<file path="src/rtl/mcp_pkg.sv">
// mcp_pkg: shared definitions for the multi-cycle RV32I control path.
// Holds the opcode constants, the datapath control-field encodings (shared
// with the single-cycle core), the FSM state encoding, the instruction class
// produced by the decoder and the bundle of registered control outputs.
package mcp_pkg;

    localparam logic [6:0] OP_R      = 7'b0110011;
    localparam logic [6:0] OP_I      = 7'b0010011;
    localparam logic [6:0] OP_LOAD   = 7'b0000011;
    localparam logic [6:0] OP_STORE  = 7'b0100011;
    localparam logic [6:0] OP_BRANCH = 7'b1100011;
    localparam logic [6:0] OP_JAL    = 7'b1101111;
    localparam logic [6:0] OP_JALR   = 7'b1100111;
    localparam logic [6:0] OP_LUI    = 7'b0110111;
    localparam logic [6:0] OP_AUIPC  = 7'b0010111;

    // funct7 value selecting SUB / SRA
    localparam logic [6:0] F7_ALT    = 7'b0100000;

    typedef enum logic [3:0] {
        ALU_ADD    = 4'b0000,
        ALU_SUB    = 4'b0001,
        ALU_XOR    = 4'b0100,
        ALU_SLL    = 4'b0101,
        ALU_SRL    = 4'b0110,
        ALU_SRA    = 4'b0111,
        ALU_SLT    = 4'b1000,
        ALU_SLTU   = 4'b1001,
        ALU_OR     = 4'b1010,
        ALU_AND    = 4'b1011,
        ALU_PASS_B = 4'b1100
    } alu_op_e;

    typedef enum logic [2:0] {
        IMM_I = 3'b000,
        IMM_S = 3'b001,
        IMM_B = 3'b010,
        IMM_J = 3'b011,
        IMM_U = 3'b100
    } imm_sel_e;

    typedef enum logic [1:0] {
        WB_MEM = 2'b00,
        WB_ALU = 2'b01,
        WB_PC4 = 2'b10
    } wb_sel_e;

    typedef enum logic [2:0] {
        ST_IDLE    = 3'd0,
        ST_FETCH   = 3'd1,
        ST_DECODE  = 3'd2,
        ST_EXECUTE = 3'd3,
        ST_MEM     = 3'd4,
        ST_WB      = 3'd5,
        ST_TRAP    = 3'd6
    } state_e;

    typedef enum logic [2:0] {
        CLS_ALU,
        CLS_LOAD,
        CLS_STORE,
        CLS_BRANCH,
        CLS_JUMP,
        CLS_ILLEGAL
    } instr_class_e;

    // Registered control outputs of the FSM, moved as one bundle.
    typedef struct packed {
        logic     mem_req;
        logic     mem_we;
        logic     mem_addr_sel;
        logic     pc_we;
        logic     pc_sel;
        imm_sel_e imm_sel;
        logic     a_sel;
        logic     b_sel;
        alu_op_e  alu_op;
        logic     reg_write;
        wb_sel_e  wb_sel;
        logic     instret;
    } ctrl_t;

    // Idle values: everything deasserted, writeback mux parked on the ALU.
    localparam ctrl_t CTRL_QUIET = '{
        mem_req:      1'b0,
        mem_we:       1'b0,
        mem_addr_sel: 1'b0,
        pc_we:        1'b0,
        pc_sel:       1'b0,
        imm_sel:      IMM_I,
        a_sel:        1'b0,
        b_sel:        1'b0,
        alu_op:       ALU_ADD,
        reg_write:    1'b0,
        wb_sel:       WB_ALU,
        instret:      1'b0
    };

    // funct3 010 and 011 are unassigned for branches.
    function automatic logic branch_funct3_legal(input logic [2:0] funct3);
        return funct3[2:1] != 2'b01;
    endfunction

endpackage

</file>
<file path="src/rtl/mcp_controller_decoder.sv">
// mcp_controller_decoder: purely combinational instruction decoder.
// Ports:
//   instr       in   32-bit instruction (IR contents)
//   alu_op      out  ALU operation
//   imm_sel     out  immediate format
//   a_sel       out  ALU operand A select (0 rs1, 1 PC)
//   b_sel       out  ALU operand B select (0 rs2, 1 immediate)
//   wb_sel      out  writeback source
//   instr_class out  alu / load / store / branch / jump / illegal
module mcp_controller_decoder
    import mcp_pkg::*;
(
    input  logic [31:0]  instr,
    output alu_op_e      alu_op,
    output imm_sel_e     imm_sel,
    output logic         a_sel,
    output logic         b_sel,
    output wb_sel_e      wb_sel,
    output instr_class_e instr_class
);

    logic [6:0] opcode;
    logic [2:0] funct3;
    logic [6:0] funct7;
    logic       alt;
    logic       unused_fields;

    assign opcode = instr[6:0];
    assign funct3 = instr[14:12];
    assign funct7 = instr[31:25];
    assign alt    = (funct7 == F7_ALT);

    // Register and immediate fields are consumed by the datapath, not here.
    assign unused_fields = ^{instr[24:15], instr[11:7]};

    // Immediate-form ALU ops have no SUB; funct7 only picks SRA there.
    function automatic alu_op_e alu_from_funct3(input logic [2:0] f3,
                                                input logic       alt_f7,
                                                input logic       is_reg);
        case (f3)
            3'b000:  return (is_reg && alt_f7) ? ALU_SUB : ALU_ADD;
            3'b001:  return ALU_SLL;
            3'b010:  return ALU_SLT;
            3'b011:  return ALU_SLTU;
            3'b100:  return ALU_XOR;
            3'b101:  return alt_f7 ? ALU_SRA : ALU_SRL;
            3'b110:  return ALU_OR;
            default: return ALU_AND;
        endcase
    endfunction

    always_comb begin
        alu_op      = ALU_ADD;
        imm_sel     = IMM_I;
        a_sel       = 1'b0;
        b_sel       = 1'b0;
        wb_sel      = WB_ALU;
        instr_class = CLS_ILLEGAL;
        case (opcode)
            OP_R: begin
                alu_op      = alu_from_funct3(funct3, alt, 1'b1);
                instr_class = CLS_ALU;
            end
            OP_I: begin
                alu_op      = alu_from_funct3(funct3, alt, 1'b0);
                b_sel       = 1'b1;
                instr_class = CLS_ALU;
            end
            OP_LOAD: begin
                b_sel       = 1'b1;
                wb_sel      = WB_MEM;
                instr_class = CLS_LOAD;
            end
            OP_STORE: begin
                imm_sel     = IMM_S;
                b_sel       = 1'b1;
                instr_class = CLS_STORE;
            end
            OP_BRANCH: begin
                imm_sel     = IMM_B;
                a_sel       = 1'b1;
                b_sel       = 1'b1;
                instr_class = CLS_BRANCH;
            end
            OP_JAL: begin
                imm_sel     = IMM_J;
                a_sel       = 1'b1;
                b_sel       = 1'b1;
                wb_sel      = WB_PC4;
                instr_class = CLS_JUMP;
            end
            OP_JALR: begin
                b_sel       = 1'b1;
                wb_sel      = WB_PC4;
                instr_class = CLS_JUMP;
            end
            OP_LUI: begin
                imm_sel     = IMM_U;
                b_sel       = 1'b1;
                alu_op      = ALU_PASS_B;
                instr_class = CLS_ALU;
            end
            OP_AUIPC: begin
                imm_sel     = IMM_U;
                a_sel       = 1'b1;
                b_sel       = 1'b1;
                instr_class = CLS_ALU;
            end
            default: ;
        endcase
    end

endmodule

</file>
<file path="src/rtl/mcp_controller.sv">
// mcp_controller: multi-cycle control FSM for the RV32I multi-cycle core.
// Ports:
//   clk_i, rst_ni           clock, asynchronous active-low reset
//   instr_i                 IR contents
//   rs1_data_i, rs2_data_i  register-file read data (branch compare)
//   mem_ready_i             memory completes the pending request this cycle
//   mem_req_o, mem_we_o, mem_addr_sel_o   memory request controls
//   ir_we_o                 load IR (combinational on mem_ready_i in FETCH)
//   pc_we_o, pc_sel_o       PC update and source
//   imm_sel_o, a_sel_o, b_sel_o, alu_op_o, reg_write_o, wb_sel_o  datapath
//   state_o                 current state (debug)
//   illegal_o               sticky illegal-instruction trap
//   instret_o               one-cycle retire pulse
module mcp_controller
    import mcp_pkg::*;
#(
    parameter int X_LEN = 32
) (
    input  logic             clk_i,
    input  logic             rst_ni,
    input  logic [X_LEN-1:0] instr_i,
    input  logic [X_LEN-1:0] rs1_data_i,
    input  logic [X_LEN-1:0] rs2_data_i,
    input  logic             mem_ready_i,
    output logic             mem_req_o,
    output logic             mem_we_o,
    output logic             mem_addr_sel_o,
    output logic             ir_we_o,
    output logic             pc_we_o,
    output logic             pc_sel_o,
    output logic [2:0]       imm_sel_o,
    output logic             a_sel_o,
    output logic             b_sel_o,
    output logic [3:0]       alu_op_o,
    output logic             reg_write_o,
    output logic [1:0]       wb_sel_o,
    output logic [2:0]       state_o,
    output logic             illegal_o,
    output logic             instret_o
);

    state_e       state;
    ctrl_t        ctrl_q;
    logic         illegal_q;

    alu_op_e      dec_alu_op;
    imm_sel_e     dec_imm_sel;
    logic         dec_a_sel;
    logic         dec_b_sel;
    wb_sel_e      dec_wb_sel;
    instr_class_e dec_class;

    logic [2:0]   funct3;
    logic         f3_ok;
    logic         taken;
    logic         store_done;
    ctrl_t        fetch_ctrl;
    ctrl_t        exec_ctrl;
    ctrl_t        mem_ctrl;
    ctrl_t        wb_ctrl;

    mcp_controller_decoder u_decoder (
        .instr       (instr_i[31:0]),
        .alu_op      (dec_alu_op),
        .imm_sel     (dec_imm_sel),
        .a_sel       (dec_a_sel),
        .b_sel       (dec_b_sel),
        .wb_sel      (dec_wb_sel),
        .instr_class (dec_class)
    );

    function automatic logic branch_taken(input logic [2:0]       f3,
                                          input logic [X_LEN-1:0] a,
                                          input logic [X_LEN-1:0] b);
        logic signed [X_LEN-1:0] sa;
        logic signed [X_LEN-1:0] sb;
        sa = a;
        sb = b;
        case (f3)
            3'b000:  return a == b;
            3'b001:  return a != b;
            3'b100:  return sa < sb;
            3'b101:  return sa >= sb;
            3'b110:  return a < b;
            3'b111:  return a >= b;
            default: return 1'b0;
        endcase
    endfunction

    assign funct3 = instr_i[14:12];
    assign f3_ok  = branch_funct3_legal(funct3);
    assign taken  = branch_taken(funct3, rs1_data_i, rs2_data_i);

    // Control bundles loaded on entry to each state. The IR and register
    // operands are stable from DECODE onward, so EXECUTE outputs (including
    // the branch decision) can be registered on the DECODE edge.
    always_comb begin
        fetch_ctrl         = CTRL_QUIET;
        fetch_ctrl.mem_req = 1'b1;

        exec_ctrl          = CTRL_QUIET;
        exec_ctrl.alu_op   = dec_alu_op;
        exec_ctrl.imm_sel  = dec_imm_sel;
        exec_ctrl.a_sel    = dec_a_sel;
        exec_ctrl.b_sel    = dec_b_sel;
        if (dec_class == CLS_BRANCH && f3_ok) begin
            exec_ctrl.pc_we   = 1'b1;
            exec_ctrl.pc_sel  = taken;
            exec_ctrl.instret = 1'b1;
        end

        mem_ctrl              = exec_ctrl;
        mem_ctrl.pc_we        = 1'b0;
        mem_ctrl.pc_sel       = 1'b0;
        mem_ctrl.instret      = 1'b0;
        mem_ctrl.mem_req      = 1'b1;
        mem_ctrl.mem_addr_sel = 1'b1;
        mem_ctrl.mem_we       = (dec_class == CLS_STORE);

        wb_ctrl           = exec_ctrl;
        wb_ctrl.reg_write = 1'b1;
        wb_ctrl.pc_we     = 1'b1;
        wb_ctrl.instret   = 1'b1;
        wb_ctrl.wb_sel    = dec_wb_sel;
        wb_ctrl.pc_sel    = (dec_class == CLS_JUMP);
    end

    always_ff @(posedge clk_i or negedge rst_ni) begin
        if (!rst_ni) begin
            state     <= ST_IDLE;
            ctrl_q    <= CTRL_QUIET;
            illegal_q <= 1'b0;
        end else begin
            case (state)
                ST_IDLE: begin
                    state  <= ST_FETCH;
                    ctrl_q <= fetch_ctrl;
                end
                ST_FETCH: begin
                    if (mem_ready_i) begin
                        state  <= ST_DECODE;
                        ctrl_q <= CTRL_QUIET;
                    end
                end
                ST_DECODE: begin
                    if (dec_class == CLS_ILLEGAL) begin
                        state     <= ST_TRAP;
                        ctrl_q    <= CTRL_QUIET;
                        illegal_q <= 1'b1;
                    end else begin
                        state  <= ST_EXECUTE;
                        ctrl_q <= exec_ctrl;
                    end
                end
                ST_EXECUTE: begin
                    case (dec_class)
                        CLS_BRANCH: begin
                            if (f3_ok) begin
                                state  <= ST_FETCH;
                                ctrl_q <= fetch_ctrl;
                            end else begin
                                state     <= ST_TRAP;
                                ctrl_q    <= CTRL_QUIET;
                                illegal_q <= 1'b1;
                            end
                        end
                        CLS_LOAD, CLS_STORE: begin
                            state  <= ST_MEM;
                            ctrl_q <= mem_ctrl;
                        end
                        default: begin
                            state  <= ST_WB;
                            ctrl_q <= wb_ctrl;
                        end
                    endcase
                end
                ST_MEM: begin
                    if (mem_ready_i) begin
                        if (dec_class == CLS_STORE) begin
                            state  <= ST_FETCH;
                            ctrl_q <= fetch_ctrl;
                        end else begin
                            state  <= ST_WB;
                            ctrl_q <= wb_ctrl;
                        end
                    end
                end
                ST_WB: begin
                    state  <= ST_FETCH;
                    ctrl_q <= fetch_ctrl;
                end
                ST_TRAP: ;
                default: begin
                    state  <= ST_IDLE;
                    ctrl_q <= CTRL_QUIET;
                end
            endcase
        end
    end

    // A store retires in the cycle its memory write is accepted, so its PC
    // update and retire pulse follow mem_ready_i directly.
    assign store_done = (state == ST_MEM) && mem_ready_i && (dec_class == CLS_STORE);

    assign mem_req_o      = ctrl_q.mem_req;
    assign mem_we_o       = ctrl_q.mem_we;
    assign mem_addr_sel_o = ctrl_q.mem_addr_sel;
    assign ir_we_o        = (state == ST_FETCH) && mem_ready_i;
    assign pc_we_o        = ctrl_q.pc_we | store_done;
    assign pc_sel_o       = ctrl_q.pc_sel;
    assign imm_sel_o      = ctrl_q.imm_sel;
    assign a_sel_o        = ctrl_q.a_sel;
    assign b_sel_o        = ctrl_q.b_sel;
    assign alu_op_o       = ctrl_q.alu_op;
    assign reg_write_o    = ctrl_q.reg_write;
    assign wb_sel_o       = ctrl_q.wb_sel;
    assign instret_o      = ctrl_q.instret | store_done;
    assign state_o        = state;
    assign illegal_o      = illegal_q;

endmodule

</file>
<file path="config.mk">
export PLATFORM = sky130hd
export DESIGN_NAME = mcp_controller
export DESIGN_NICKNAME = d
export VERILOG_FILES = /design/src/rtl/mcp_pkg.sv /design/src/rtl/mcp_controller_decoder.sv /design/src/rtl/mcp_controller.sv
export SDC_FILE = /design/constraint.sdc
export NUM_CORES = 1
export LEC_CHECK = 0
export ABC_AREA = 1
export BUFFER_PORTS_ARGS = -buffer_cell sky130_fd_sc_hd__buf_2
export CORE_ASPECT_RATIO = 1.75
export CORE_MARGIN = 1
export CORE_UTILIZATION = 43
export CTS_CLUSTER_DIAMETER = 80
export DETAILED_ROUTE_END_ITERATION = 8
export PLACE_DENSITY = 0.81
export SLEW_MARGIN = 20
export SYNTH_ARGS = -nofsm -noshare
export SYNTH_HDL_FRONTEND = slang
export SYNTH_HIERARCHICAL = 1
export SYNTH_SLANG_ARGS = --single-unit
</file>
<file path="constraint.sdc">
create_clock -name clk_i -period 1.6 [get_ports clk_i]
set_input_delay 0.24 -clock clk_i [delete_from_list [all_inputs] [get_ports clk_i]]
set_output_delay 0.24 -clock clk_i [all_outputs]
set_load 0.03 [all_outputs]
</file>
* After elaboration in Yosys (flattened, before gate mapping)
Index checks and enable logic that the tools add are counted.
Word-level totals: flip-flop bits (word level) 22, logic and storage cells 104
Operators by class: $lt $le $gt $ge 4, equality and inequality tests 36, multiplexer cells 31, bitwise operators 3, reduce and logical (&&, ||, !) cells 16
Operator list (number):
- 18-bit one-hot mux with 6 select lines | 1
- 18-bit two-way mux | 4
- 32-bit >= comparator | 2
- 32-bit less-than comparator | 2
- 4-bit one-hot mux with 7 select lines | 2
- 18-bit one-hot mux with 2 select lines | 1
- 32-bit equality test | 1
- 32-bit inequality test | 1
- 7-bit by 6-bit equality test with 1-bit output (second input constant) | 4
- 3-bit equality test (second input constant) | 9
- 7-bit equality test (second input constant) | 3
- 3-bit by 2-bit equality test with 1-bit output (second input constant) | 6
- 3-bit one-hot mux with 6 select lines | 1
- 15-bit two-way mux | 1
- 3-bit two-way mux | 5
- 3-bit one-hot mux with 5 select lines | 1
- 7-bit by 5-bit equality test with 1-bit output (second input constant) | 2
- 3-bit one-hot mux with 4 select lines | 1
- 4-bit one-hot mux with 3 select lines | 1
- 2-bit inequality test (second input constant) | 5
- 3-bit by 1-bit equality test with 1-bit output (second input constant) | 3
- 1-bit two-way mux | 8
- 2-bit OR reduction | 4
- 8-bit OR reduction | 1
- 16 further kinds | 21

* Longest topological paths before layout
Gate-level depths: netlist of run 1.
depth in word-level cells 8, gate-level depth with buffers 19

* Modules after synthesis
Netlist of run 1, hierarchy kept.
Modules (own cells, without submodules):
- mcp_controller | instances 1, cells an instance 311, area an instance 2168.3 µm², seq. area each 526.8 µm²
- mcp_controller_decoder | instances 1, cells an instance 65, area an instance 299.0 µm², seq. area each 0.0 µm²

* Worst setup path after synthesis of run 1
Ideal clock, no wire load.
path type input -> register, from input instr_i[0], to register ctrl_q, in the netlist a_sel_o, data arrival time 1.745 ns, data required time 1.461 ns, path slack -0.284 ns, stages 11, buffers on the path 0, cell sequence nand2_1 -> inv_1 -> nand2_2 -> inv_2 -> nand2_1 -> nand2_2 -> nand2_1 -> nor3_2 -> nor2_1 -> a211oi_2 -> o31ai_1
Between the ends: cells in the longest elaborated chain, start to end 7, elaborated cells between the ends (all ways) 24
RTL lines:
- from (decl) | line mcp_controller.sv:21 | input logic [X_LEN-1:0] instr_i,
- 7-bit by 6-bit equality test with 1-bit output, or another cell as far along | line mcp_controller_decoder.sv:59 | case (opcode)
- 4-bit OR reduction (no source line) / 2-bit OR reduction (equally long branches)
- 3-bit one-hot mux with 5 select lines (*) | line mcp_controller_decoder.sv:59
- via dec_class[0] | line mcp_controller.sv:51 | instr_class_e dec_class;
- 3-bit by 2-bit equality test with 1-bit output / 3-bit by 1-bit equality test with 1-bit output (equally long branches) | line mcp_controller.sv:156, mcp_controller.sv:179
- 2-bit OR reduction / 18-bit two-way mux (equally long branches) | line mcp_controller.sv:156, mcp_controller.sv:179
- 18-bit one-hot mux with 2 select lines / 18-bit two-way mux (equally long branches) | line mcp_controller.sv:156, mcp_controller.sv:178
- 18-bit one-hot mux with 6 select lines (*) | line mcp_controller.sv:134 | case (state)
- to (signal assigned) | line mcp_controller.sv:137 | ctrl_q <= fetch_ctrl;
- to (signal assigned) | line mcp_controller.sv:160 | ctrl_q <= fetch_ctrl;
- to (signal assigned) | line mcp_controller.sv:181 | ctrl_q <= fetch_ctrl;
- to (decl) | line mcp_controller.sv:43 | ctrl_t ctrl_q;
The timed path passes the listed nets; every way through them passes the cells marked *. The select of a mux whose other input is x is not followed. A chain may end at the register's enable or synchronous reset.

* Worst setup path after layout of run 1
from input instr_i[6], to output instret_o
Between the ends: cells in the longest elaborated chain, start to end 6, elaborated cells between the ends (all ways) 15
RTL lines:
- 7-bit by 6-bit equality test with 1-bit output, or another cell as far along | line mcp_controller_decoder.sv:59
- 4-bit OR reduction (no source line) / 2-bit OR reduction (equally long branches)
- 3-bit one-hot mux with 5 select lines (*) | line mcp_controller_decoder.sv:59
- via dec_class[2] | line mcp_controller.sv:51
- 3-bit by 2-bit equality test with 1-bit output (*) | line mcp_controller.sv:203 | assign store_done = (state == ST_MEM) && mem_ready_i && (dec_class == CLS_STORE);
- 1-bit logical AND (*) | line mcp_controller.sv:203
- 1-bit bitwise OR (*) | line mcp_controller.sv:217 | assign instret_o = ctrl_q.instret | store_done;
- to (decl) | line mcp_controller.sv:39 | output logic instret_o
The timed path passes the listed nets; every way through them passes the cells marked *.

==> impl_metrics.csv, run 1 <==
group,metric,value,unit
drt,highest_layer,"met4",
drt,drcViolationCount,0,
global_route,overflow,0,
yosys,yosysSeqAreaShare,21.35,%
yosys,syn_nets,507,
yosys,yosysTopAreaCell,"dfrtp_1",
yosys,synth_cells,376,
placement,dpl_cell_area,0.003605,mm²
min_path,hp-class,"in2reg",
placement,numPortBuffers,106,
setup_path,end_kind,"output port",
yosys,syn-cell-area,0.002467,mm²
clocking,cts_root_buffer,"clkbuf_8",
setup_path,path_class,"in2out",
clocking,cts_buffer_depth,2,
min_path,holdPathStages,4,
layout,syn_to_final_growth,74.59,%
floorplan,core,0.005540,mm²
global_route,grt_pass1_wl,12340,µm
timing,worstMarginPinSlew,0.4786,ns
layout,diodes,0,
setup_path,ff2ff_path_depth,9,
status,status,"finished with violations",
global_route,antenna_found_initial,0,
drt,vias_per_cell,5.044,
placement,dp_slack,-0.3816,ns
pwr,peakVddDrop,0.4679,mV
yosys,avgSynthCellArea,6.562,µm²
placement,place_congestion,0.8772,
floorplan,die_y,102.2,µm
pwr,clkPwrFrac,9.8,%
pwr,switching_share,47.13,%
drt,wire_per_inst,13.76,µm
drt,dr_wl_met2,4797,µm
run,cap_violations,0,
timing,maxSlewViolCount,0,
clocking,ctsHtreeMaxLevel,1,
pwr,pwr-share-seq,18.6,%
yosys,ys_types,33,
placement,dpl.hpwl,5748,µm
floorplan,initial_utilization,44.53,%
floorplan,row_count,36,
global_route,first_global_vias,3071,
yosys,synth_area_leaders,"dfrtp_1 (20%), ha_1 (16%), nand2_1 (14%), inv_1 (12%), nor2_1 (4.0%)",
setup_path,critical_path_arrival,1.62,ns
drt,wl,8462,µm
yosys,synth_top_area_share,20.28,%
timing,hold_violations,0,
timing,rsz0062_at_grt,"yes",
drt,wl_met3,340,µm
timing,fin_worst_skew,0.01340,ns
pwr,internal-power,1.903,mW
timing,setup_viol,22,
timing,holdWs,0.3496,ns
timing,period_share,116.3,%
pwr,leakage,2.344,nW
drt,drtPass1Iterations,4,
setup_path,start_kind,"input port",
global_route,grt_use_total,25.80,%
clocking,cts_buffers,3,
floorplan,die_w,59.26,µm
pwr,p_switching,1.696,mW
pwr,power_frac_comb,71.6,%
clocking,clock_sinks,21,
drt,ant_nets,0,
layout,fin_area,0.004308,mm²
pwr,finalPower,3.599,mW
clocking,cts.reportedPaths.clkPinSlew,0.07,ns
status,violations,"negative setup slack",
drt,m1WireLength,3049,µm
pwr,p_per_area,835.5,mW/mm²
timing,timing.final.ws_setup,-0.2612,ns
clocking,cts_tree,"done",
timing,max_slew_margin,68.09,%
timing,min_period,1.861,ns
layout,nets,671,
global_route,grt_max_degree,22,
setup_path,critPathMaxFanout,6,
floorplan,dieArea,0.006057,mm²
yosys,synth.yosys.warnings,6,
clocking,clkLatencyLatePin,0.27,ns
drt,drt_iter0_drc,139,
setup_path,cp.required,1.36,ns
layout,drive_gt1_share,54.17,%
floorplan,ios,122,
drt,vias,3102,
yosys,yosys_register_bits,21,
timing,fmax,0.5373,GHz
placed cells by master, fill, tap and decap left out, types with 2 or more instances in the layout:
| cell | Yosys | layout |
|---|---|---|
| nand2_1 | 91 | 70 |
| o21ai_2 | 1 | 2 |
| o21ai_1 | 3 | 7 |
| a21oi_1 | 18 | 12 |
| nand3_2 | 1 | 2 |
| nor2_1 | 26 | 13 |
| nor2_2 | 6 | 10 |
| o21ai_0 | 14 | 7 |
| inv_1 | 77 | 66 |
| dfrtp_1 | 20 | 17 |
| buf_12 | 0 | 3 |
| clkbuf_8 | 0 | 3 |
| buf_2 | 0 | 93 |
| o31ai_4 | 1 | 3 |
| inv_4 | 0 | 4 |
| nor2_4 | 0 | 9 |
| nand3_1 | 17 | 13 |
| dfrtp_2 | 0 | 3 |
| inv_6 | 0 | 4 |
| o21a_1 | 3 | 3 |
| nor3_1 | 10 | 7 |
| nand2_2 | 5 | 18 |
| nor3_4 | 1 | 4 |
| o31ai_2 | 0 | 7 |
| nor3_2 | 2 | 2 |
| inv_2 | 9 | 10 |
| a21oi_2 | 0 | 5 |
| buf_6 | 0 | 16 |
| nand3_4 | 0 | 3 |
| ha_4 | 0 | 12 |
| nand2_4 | 0 | 7 |
| buf_4 | 11 | 56 |
| ha_1 | 32 | 20 |
| nand4_1 | 6 | 6 |
| o21ai_4 | 0 | 2 |
path summary, 6_finish.rpt:
check                                             start                       end  slack, ns
min in group asynchronous                        rst_ni    state_o[0]$_DFFE_PN0P_       0.46
max in group asynchronous                        rst_ni   wb_sel_o[0]$_DFFE_PN1P_       0.78
worst max register to register   state_o[0]$_DFFE_PN0P_       b_sel_o$_DFFE_PN0P_      -0.10
worst min-delay path                         instr_i[6]  imm_sel_o[0]$_DFFE_PN0P_       0.35
worst max-delay path                         instr_i[6]                 instret_o      -0.26
worst min register to register  alu_op_o[2]$_DFFE_PN0P_   alu_op_o[2]$_DFFE_PN0P_       0.49
cells by family after synthesis:
kind of cell               Yosys count  share of synthesized area (%)
AOI/OAI and AO/OA                   55                          14.40
adders and majority gates           32                          16.23
buffers and inverters               98                          16.58
DFF                                 21                          21.35
and+or+nand+nor                    170                          31.44
timing repair:
| action | 4_1_cts | 5_1_grt |
|---|---|---|
| endpoints found under the setup margin | 17 | 24 |
| pin swaps | 26 | 34 |
| setup buffers | 20 | 7 |
| hold buffers | 1 | 0 |
| endpoints found under the hold margin | 20 | 0 |
| gates resized for setup | 41 | 68 |
area by class of cell:
class                           count  area (µm²)
Multi-Input combinational cell    257        2110
Sequential cell                    21       530.5
Timing Repair Buffer              170        1151
Inverter                           87       376.6
Tap cell                           76       95.09
Clock buffer                        4       45.04
Fill cell                         383        1232
sequential cells by signal (all words and copies together) (netlist names), 2 cells and up:
register,cells
alu_op_o,4
imm_sel_o,3
state_o,3
wb_sel_o,2
critical path, stage by stage:
cell and delay, ns:
buf_6 0.12, nand2_2 0.07, nor2_2 0.16, nand2_2 0.09
nand2_2 0.10, nor2_4 0.05, nand2_4 0.09, nand2_4 0.08
nor3_4 0.22, buf_6 0.13, a31o_4 0.16, buf_6 0.12
power by group through the flow:
stage / Clock [mW] / Sequential, mW / Combinational, mW
after CTS: 0.347 / 0.683 / 2.18
after global placement: 0 / 0.719 / 1.96
after global routing: 0.359 / 0.677 / 2.77
after floorplan: 0 / 0.831 / 1.02
final: 0.353 / 0.669 / 2.58
after detailed placement: 0 / 0.723 / 2.01
per-layer routing:
layer	GRT usage (%)	up-vias
met1	24.24	1435
met2	51.43	117
met4	14.29	0
met3	2.405	26
li1	-	1524
met5	0	-
cells in the mapped netlist:
cell type / n
nand3_2: 1
a211oi_1: 1
nor4_1: 2
o21ai_2: 1
o21bai_1: 1
nand3_1: 17
inv_2: 9
nor2_8: 1
ha_1: 32
dfstp_2: 1
nor3_1: 10
nand2_1: 91
o21a_1: 3
o31ai_1: 10
or3b_2: 1
inv_1: 77
nor2_2: 6
o31ai_4: 1
buf_4: 11
o21ai_1: 3
a31o_2: 1
nor3_2: 2
nand4_1: 6
dfrtp_1: 20
o21ai_0: 14
clkinv_1: 1
nor3_4: 1
nand2_2: 5
nor2_1: 26
a211oi_2: 1
nand3b_1: 1
a21oi_1: 18
o32ai_2: 1
metrics by stage:
stage / TNS (ns) / util (%) / std cells
after CTS: -1.497 / 72.24 / 610
after floorplan: -0.4391 / - / 376
after global placement: -5.309 / 65.06 / 585
after detailed placement: -6.531 / 65.06 / 585
final: -3.635 / 77.76 / 615
after global routing: -4.814 / 77.76 / 615
No activity file was read; power rests on OpenSTA's default activity.
==> inputs of run 2 (changes only) <==
==> constraint.sdc (replaced) <==
create_clock -name clk_i -period 1.6 [get_ports clk_i]
set_input_delay 0 -clock clk_i [delete_from_list [all_inputs] [get_ports clk_i]]
set_output_delay 0 -clock clk_i [all_outputs]
set_load 0.03 [all_outputs]
==> run 2 against run 1 <==
Effect of this change:
- the run still ends with negative setup slack left
- first-iteration DRC count decreased by 49%
- power increased by 1.5%
- largest cell class unchanged
- worst hold slack got worse by 0.18 ns
- critical endpoint is now imm_sel_o[1]$_DFFE_PN0P_
- largest power group unchanged
==> impl_metrics.csv, run 2 (synthesis gave the netlist of run 1 again) <==
group,metric,value,unit
status,status,"finished with violations",
status,violations,"negative setup slack",
placement,place_congestion,0.8990,
floorplan,ios,122,
min_path,holdPathStages,3,
timing,tns,-0.1141,ns
timing,min_period,1.624,ns
clocking,clock_sinks,21,
setup_path,rrSetupSlack,-0.02,ns
global_route,first_global_vias,2809,
timing,timing.final.ws_setup,-0.02404,ns
clocking,cts_buffers,3,
setup_path,end_kind,"flop",
setup_path,cp.required,1.77,ns
pwr,p_per_area,997.2,mW/mm²
setup_path,cp_num_buf_inv,2,
setup_path,path_cells,"clkinv_4, nand2_4, nor2_2, nand2_2, o21ai_4, nor2_8, o31ai_4, buf_12, o31ai_1",
setup_path,slowest_delay,0.44,ns
setup_path,cpMaxStageDelayCell,"dfrtp_2",
global_route,overflow,0,
global_route,antenna_found_initial,0,
pwr,peakVddDrop,0.9343,mV
global_route,grt_max_degree,22,
min_path,min_to,"state_o[1]$_DFFE_PN0P_",
floorplan,die_w,59.26,µm
pwr,leakage,2.167,nW
placement,dpl.hpwl,5555,µm
layout,layout_commonest_cell,"buf_2",
drt,ant_nets,0,
layout,drive_gt1_share,41.54,%
setup_path,critical_path_arrival,1.79,ns
clocking,ctsHtreeMaxLevel,1,
layout,final_util,66.15,%
setup_path,path_class,"reg2reg",
drt,drcViolationCount,0,
timing,period_share,101.5,%
pwr,finalPower,3.654,mW
layout,n_fill_cell,484,
placement,dp.cells,578,
setup_path,r2r-start,"state_o[1]$_DFFE_PN0P_",
drt,drtPass1Iterations,4,
drt,vias_per_cell,4.977,
timing,setup_viol,6,
layout,diodes,0,
floorplan,dieArea,0.006057,mm²
run,cap_violations,0,
layout,fin_area,0.003665,mm²
drt,vias,2966,
drt,drt_iter0_drc,71,
layout,largest_reg_flops,4,
global_route,grt_use_total,22.53,%
timing,rsz0062_at_grt,"yes",
clocking,cts_buffer_depth,2,
clocking,clkLatencyLatePin,0.27,ns
floorplan,core,0.005540,mm²
setup_path,critPathMaxFanout,5,
placement,dpl_cell_area,0.003272,mm²
placement,dp_slack,-0.4509,ns
timing,maxSlewViolCount,0,
timing,fin_worst_skew,0.009473,ns
floorplan,row_count,36,
timing,fmax,0.6158,GHz
drt,wire_per_inst,12.01,µm
drt,wl,7156,µm
layout,fin_cells,596,
placement,numPortBuffers,106,
clocking,cts.reportedPaths.clkPinSlew,0.09,ns
layout,final_cell_mix,"buf_2 (105), nand2_1 (86), inv_1 (72)",
min_path,hp-class,"in2reg",
timing,holdWs,0.1663,ns
clocking,cts_root_buffer,"clkbuf_8",
clocking,cts_tree,"done",
floorplan,die_y,102.2,µm
timing,worstMarginPinSlew,0.5013,ns
setup_path,path_depth,9,
min_path,hp-start,"mem_ready_i",
floorplan,initial_utilization,44.53,%
layout,nets,652,
global_route,grt_pass1_wl,10710,µm
layout,syn_to_final_growth,48.53,%
setup_path,start_kind,"flop",
setup_path,reg2reg_to,"imm_sel_o[1]$_DFFE_PN0P_",
timing,hold_violations,0,
timing,max_slew_margin,66.58,%
setup_path,ff2ff_path_depth,9,
setup_path,critPathTopFamily,"compound AO/OA/AOI/OAI gates",
==> run 2: changes by cell type in the layout (fill, tap and decap cells not counted), moves of 10 or more <==
cell and change:
ha_4 -12, nand2_2 -10, buf_6 -14, nand2_1 +16, ha_1 +12, buf_2 +12, buf_4 -18
==> run 2: final cells by class <==
class                      instances  area (µm²)  area share (%)
clock inverter                     1       5.005          0.1366
sequential                        21       530.5           14.48
tap                               76       95.09           2.595
clock buffer                       3       41.29           1.127
multi-input combinational        257        1723           47.01
timing repair buffer             151       935.9           25.54
inverter                          87       334.1           9.116
==> run 2: what timing repair did <==
action                                  4_1_cts  5_1_grt
cloned                                        0        1
hold buffers                                  1        0
pin swaps                                     1        3
endpoints found under the setup margin       12       23
gates resized for setup                       5       45
endpoints found under the hold margin        20        0
setup buffers                                 3        9
==> run 2: worst max-delay path by stage <==
stage                               endpoint                   start  slack [ns]
CTS                    mem_req_o$_DFFE_PN0P_              instr_i[0]       0.003
floorplan                a_sel_o$_DFFE_PN0P_              instr_i[0]       0.005
finish              imm_sel_o[1]$_DFFE_PN0P_  state_o[1]$_DFFE_PN0P_       -0.02
global placement         b_sel_o$_DFFE_PN0P_              instr_i[0]       -0.27
detailed placement   alu_op_o[2]$_DFFE_PN0P_              instr_i[0]       -0.45
global route        imm_sel_o[1]$_DFFE_PN0P_  state_o[1]$_DFFE_PN0P_       -0.08
==> run 2: routing by layer <==
metal / part of all wire, % / vias to the layer above / global-route usage, %
met3: 4.6 / 35 / 1.646
met5: 0 / - / 0
met4: 6.1 / 0 / 14.29
li1: - / 1483 / -
met1: 34 / 1336 / 19.53
met2: 55 / 112 / 46.15
==> run 2: where the power goes <==
part	internal [mW]	switching, mW
Sequential	0.614	0.108
Clock	0.174	0.191
Combinational	1.15	1.41
==> run 2: tightest hold or removal path, delay by kind of cell <==
family | cells | cell delay [ns]
buffers and inverters | 1 | 0.13
AO/OA/AOI/OAI | 2 | 0.27
